--- config.mk ---
export PLATFORM = sky130hd
export DESIGN_NAME = uart_tx_core
export DESIGN_NICKNAME = d
export VERILOG_FILES = /design/src/rtl/uart_tx_core.sv
export SDC_FILE = /design/constraint.sdc
export NUM_CORES = 1
export LEC_CHECK = 0
export ABC_CLOCK_PERIOD_IN_PS = 3000
export CORE_ASPECT_RATIO = 1.75
export CORE_UTILIZATION = 47
export CTS_CLUSTER_SIZE = 10
export DETAILED_ROUTE_END_ITERATION = 16
export PLACE_DENSITY = 0.69
export SLEW_MARGIN = 25
export SYNTH_ARGS = -nofsm -noshare
export SYNTH_HDL_FRONTEND = slang
export SYNTH_SLANG_ARGS = --single-unit
--- constraint.sdc ---
create_clock -name clk -period 3 [get_ports clk]
set_input_delay 0.3 -clock clk [delete_from_list [all_inputs] [get_ports clk]]
set_output_delay 0.3 -clock clk [all_outputs]
set_load 0.03 [all_outputs]
--- src/rtl/uart_tx_core.sv ---
// UART transmitter: start bit, LSB-first payload, optional parity and stop bit,
// one bit per baud clock; TX_OUT and busy come straight from flops.
module uart_tx_core #(
  parameter int DATA_WIDTH = 8
) (
  input  logic                  clk,
  input  logic                  rst,
  input  logic [DATA_WIDTH-1:0] P_DATA,
  input  logic                  Data_Valid,
  input  logic                  PAR_EN,
  input  logic                  PAR_TYP,
  output logic                  TX_OUT,
  output logic                  busy
);

  localparam int CW = $clog2(DATA_WIDTH) + 1;

  // state | meaning: IDLE line high | START bit 0 | DATA payload | PARITY | STOP line high
  typedef enum logic [2:0] {
    S_IDLE,
    S_START,
    S_DATA,
    S_PARITY,
    S_STOP
  } state_e;

  state_e                state_q, state_d;
  logic [DATA_WIDTH-1:0] data_q, data_d;
  logic [CW-1:0]         cnt_q, cnt_d;
  logic                  par_en_q, par_en_d;
  logic                  par_typ_q, par_typ_d;
  logic                  tx_q, tx_d;
  logic                  busy_q, busy_d;
  logic                  bit_sel;

  always_ff @(posedge clk or negedge rst) begin
    if (!rst) begin
      state_q   <= S_IDLE;
      data_q    <= '0;
      cnt_q     <= '0;
      par_en_q  <= 1'b0;
      par_typ_q <= 1'b0;
      tx_q      <= 1'b1;
      busy_q    <= 1'b0;
    end else begin
      state_q   <= state_d;
      data_q    <= data_d;
      cnt_q     <= cnt_d;
      par_en_q  <= par_en_d;
      par_typ_q <= par_typ_d;
      tx_q      <= tx_d;
      busy_q    <= busy_d;
    end
  end

  always_comb begin
    state_d   = state_q;
    data_d    = data_q;
    cnt_d     = cnt_q;
    par_en_d  = par_en_q;
    par_typ_d = par_typ_q;
    case (state_q)
      S_IDLE: begin
        if (Data_Valid) begin
          data_d    = P_DATA;
          par_en_d  = PAR_EN;
          par_typ_d = PAR_TYP;
          cnt_d     = '0;
          state_d   = S_START;
        end
      end
      S_START: begin
        cnt_d   = '0;
        state_d = S_DATA;
      end
      S_DATA: begin
        if (cnt_q == CW'(DATA_WIDTH - 1)) begin
          state_d = par_en_q ? S_PARITY : S_STOP;
        end else begin
          cnt_d = cnt_q + CW'(1);
        end
      end
      S_PARITY: state_d = S_STOP;
      S_STOP:   state_d = S_IDLE;
      default:  state_d = S_IDLE;
    endcase
  end

  // Outputs are decoded from the next state so the registered line is
  // already showing the bit belonging to the state being entered.
  always_comb begin
    bit_sel = 1'b0;
    for (int i = 0; i < DATA_WIDTH; i++) begin
      if (cnt_d == CW'(i)) bit_sel = data_d[i];
    end
  end

  always_comb begin
    tx_d   = 1'b1;
    busy_d = 1'b0;
    case (state_d)
      S_IDLE: begin
        tx_d   = 1'b1;
        busy_d = 1'b0;
      end
      S_START: begin
        tx_d   = 1'b0;
        busy_d = 1'b1;
      end
      S_DATA: begin
        tx_d   = bit_sel;
        busy_d = 1'b1;
      end
      S_PARITY: begin
        tx_d   = (^data_d) ^ par_typ_d;
        busy_d = 1'b1;
      end
      S_STOP: begin
        tx_d   = 1'b1;
        busy_d = 1'b1;
      end
      default: begin
        tx_d   = 1'b1;
        busy_d = 1'b0;
      end
    endcase
  end

  assign TX_OUT = tx_q;
  assign busy   = busy_q;

endmodule

==> metrics.yaml <==
floorplan:
  fp.dieH_um: 70.67
  dieWidth_um: 41.24
  rows: 24
  core_mm2: 0.002522
  die-area_mm2: 0.002914
  ios: 15
  initial_core_util_pct: 50.20
routing:
  viasPerCell: 5.933
  drc: 0
  num_vias: 973
  firstDrtPassIters: 4
  wire_per_inst_um: 17.05
  drtIter0Drc: 31
  ant_nets: 0
  wl_um: 2796
sta:
  clock.fmax_ghz: 0.4167
  slew_viol_final: 0
  finalSetupTns_ns: 0
  tightest_slew_ns: 0.8592
  finalClockSkew_ns: 0.006768
  fin_crit_sh_pct: 80.00
  rsz0062_at_grt: "false"
  hold_violations: 0
  setup_violations: 0
  layout_min_cycle_time_ns: 2.400
  slew_headroom_pct: 42.54
clocking:
  cts_resized: 0
  insertion_delay_ns: 0.27
  clock_sinks: 19
  cts_made_buffers: 3
  hold_buffers: 0
  clockBufferDepth: 2
  post_cts_buffers: 0
  cts_tree: "yes"
  path_clk_slew_ns: 0.08
  cts_max_level: 1
  clockRootBuffer: "clkbuf_8"
synth:
  synth-edff-count: 0
  yosys.area.top_type_share_pct: 35.57
  synth_most_common_cell: "dfrtp_1"
  seq_area_frac_synth_pct: 37.65
  ys_types: 45
  synth_common_cells: "18 x dfrtp_1, 11 x a21oi_1, 10 x xnor2_1"
  syn-instance-count: 126
  yosysTopAreaCell: "dfrtp_1"
  ys_warn_count: 0
  yosys_register_bits: 19
  syn_nets: 140
  synth_area_leaders: "dfrtp_1 36%, xnor2_1 6.9%, mux2i_1 4.7%"
  mappedNetlistArea_mm2: 0.001266
  synthArstFlopShare_pct: 100.0
  synth_ff_type: "dfrtp_1"
  syn_avg_cell_area_um2: 10.05
power_and_ir_drop:
  total_leakage_power_nw: 0.6253
  power_density_mw_per_mm2: 1088
  total_power_mw: 1.581
  ir_drop_v: 0.0004183
critical_path:
  r2r_start: "cnt_q[0]$_DFF_PN0_"
  timing_worst_setup_path_type: "register to register"
  start_kind: "register"
  crit_path_max_fanout: 15
  crit_start: "cnt_q[0]$_DFF_PN0_"
  worstPathArrival_ns: 2.61
  setup.worst_path.end_class: "register"
  worst-endpoint-required_ns: 3.21
place:
  gp_congestion: 0.8640
  numPortBuffers: 14
  hpwl_um: 2183
grt:
  grt_pass1_vias: 910
  grt_pass1_wl_um: 4450
  grt_max_degree: 20
  grt_usage_pct: 22.22
  grt-ovfl-total: 0
  antenna_found_initial: 0
finish:
  finalNetCount: 153
  diodes: 0
  fin_util_pct: 57.59
  synthToLayoutAreaGrowth_pct: 14.72
  drive_gt1_share_pct: 11.59
job:
  maxCapViolCount: 0
worst_hold_path:
  hp-class: "input port to asynchronous set/reset pin"
outcome:
  outcome: "complete, no violations"
-- cell type report --
| class | instances | area [µm²] |
|---|---|---|
| fillers | 228 | 1070 |
| multi-input cells | 93 | 724.4 |
| flip-flops and latches | 19 | 476.7 |
| repair buffers | 15 | 147.6 |
| clock buffers | 4 | 45.04 |
| well taps | 26 | 32.53 |
| inverters | 7 | 26.28 |
-- kinds of logic (layout without fill, tap and decap cells) --
kind of cell / Yosys count / after routing / synth area share (%)
buffers and inverters: 14 / 26 / 5.139
AOI/OAI and AO/OA: 31 / 31 / 17.00
muxes: 11 / 11 / 9.190
xor gates and xnor gates: 14 / 14 / 11.86
adders and majority gates: 1 / 1 / 0.9880
DFF: 19 / 19 / 37.65
and+or+nand+nor: 36 / 36 / 18.18
-- critical path: stages, from the launching register on --
cell and delay [ns]:
dfrtp_1 0.61, ha_1 0.31, nand3b_1 0.22, a21o_1 0.27, and3_1 0.18, or4_4 0.51, o211ai_2 0.08, a31o_1 0.16
-- per-stage QoR --
| stage | hold WS [ns] | area, µm² | worst slack, ns | instances |
|---|---|---|---|---|
| 2_1_floorplan | 0.004409 | 1266 | 0.7568 | 126 |
| 3_3_place_gp | 0.5276 | 1408 | 0.4956 | 160 |
| 3_5_place_dp | 0.5333 | 1408 | 0.4257 | 160 |
| 4_1_cts | 0.5513 | 1453 | 0.6186 | 164 |
| 5_1_grt | 0.5753 | 1453 | 0.4447 | 164 |
| 6_report | 0.5175 | 1453 | 0.5999 | 164 |
-- worst paths after layout --
kind	endpoint	slack [ns]	depth (start not counted)
worst min register to register	par_en_q$_DFFE_PN0P_	0.55	1
max in group asynchronous	cnt_q[1]$_DFF_PN0_	1.95	1
min in group clk	par_en_q$_DFFE_PN0P_	0.55	1
worst max register to register	TX_OUT$_DFF_PN1_	0.60	7
worst min-delay path	state_q[1]$_DFF_PN0_	0.52	1
worst max-delay path	TX_OUT$_DFF_PN1_	0.60	7
-- power breakdown --
| group | total [mW] | switching, mW | internal [mW] |
|---|---|---|---|
| Combinational | 0.878 | 0.401 | 0.476 |
| Sequential | 0.517 | 0.146 | 0.371 |
| Clock | 0.187 | 0.0917 | 0.0948 |
| Total | 1.58 | 0.639 | 0.942 |
-- metal layers --
layer  GRT usage (%)  vias up  routed length (µm)  part of all wire (%)
li1                -      479                   -                     -
met1           29.30      471                1129                    40
met2           35.59       16                1525                    55
met3           1.881        7                  61                   2.2
met4           8.961        0                  79                   2.8
met5               0        -                   0                     0
-- state kept, by name (all words and copies together) (netlist names) --
signal,cells
data_q,8
cnt_q,4
state_q,3
TX_OUT,1
busy,1
par_en_q,1
par_typ_q,1
-- cells in the final DEF, fill, tap and decap left out, drive strengths merged, types with 4 or more instances in the layout --
cell type       n
dfrtp          18
clkdlybuf4s50  14
a21oi          11
xnor2          10
nor2            8
inv             7
mux2i           6
mux2            5
o21ai           4
clkbuf          4
Power figures use the tool's default switching activity.
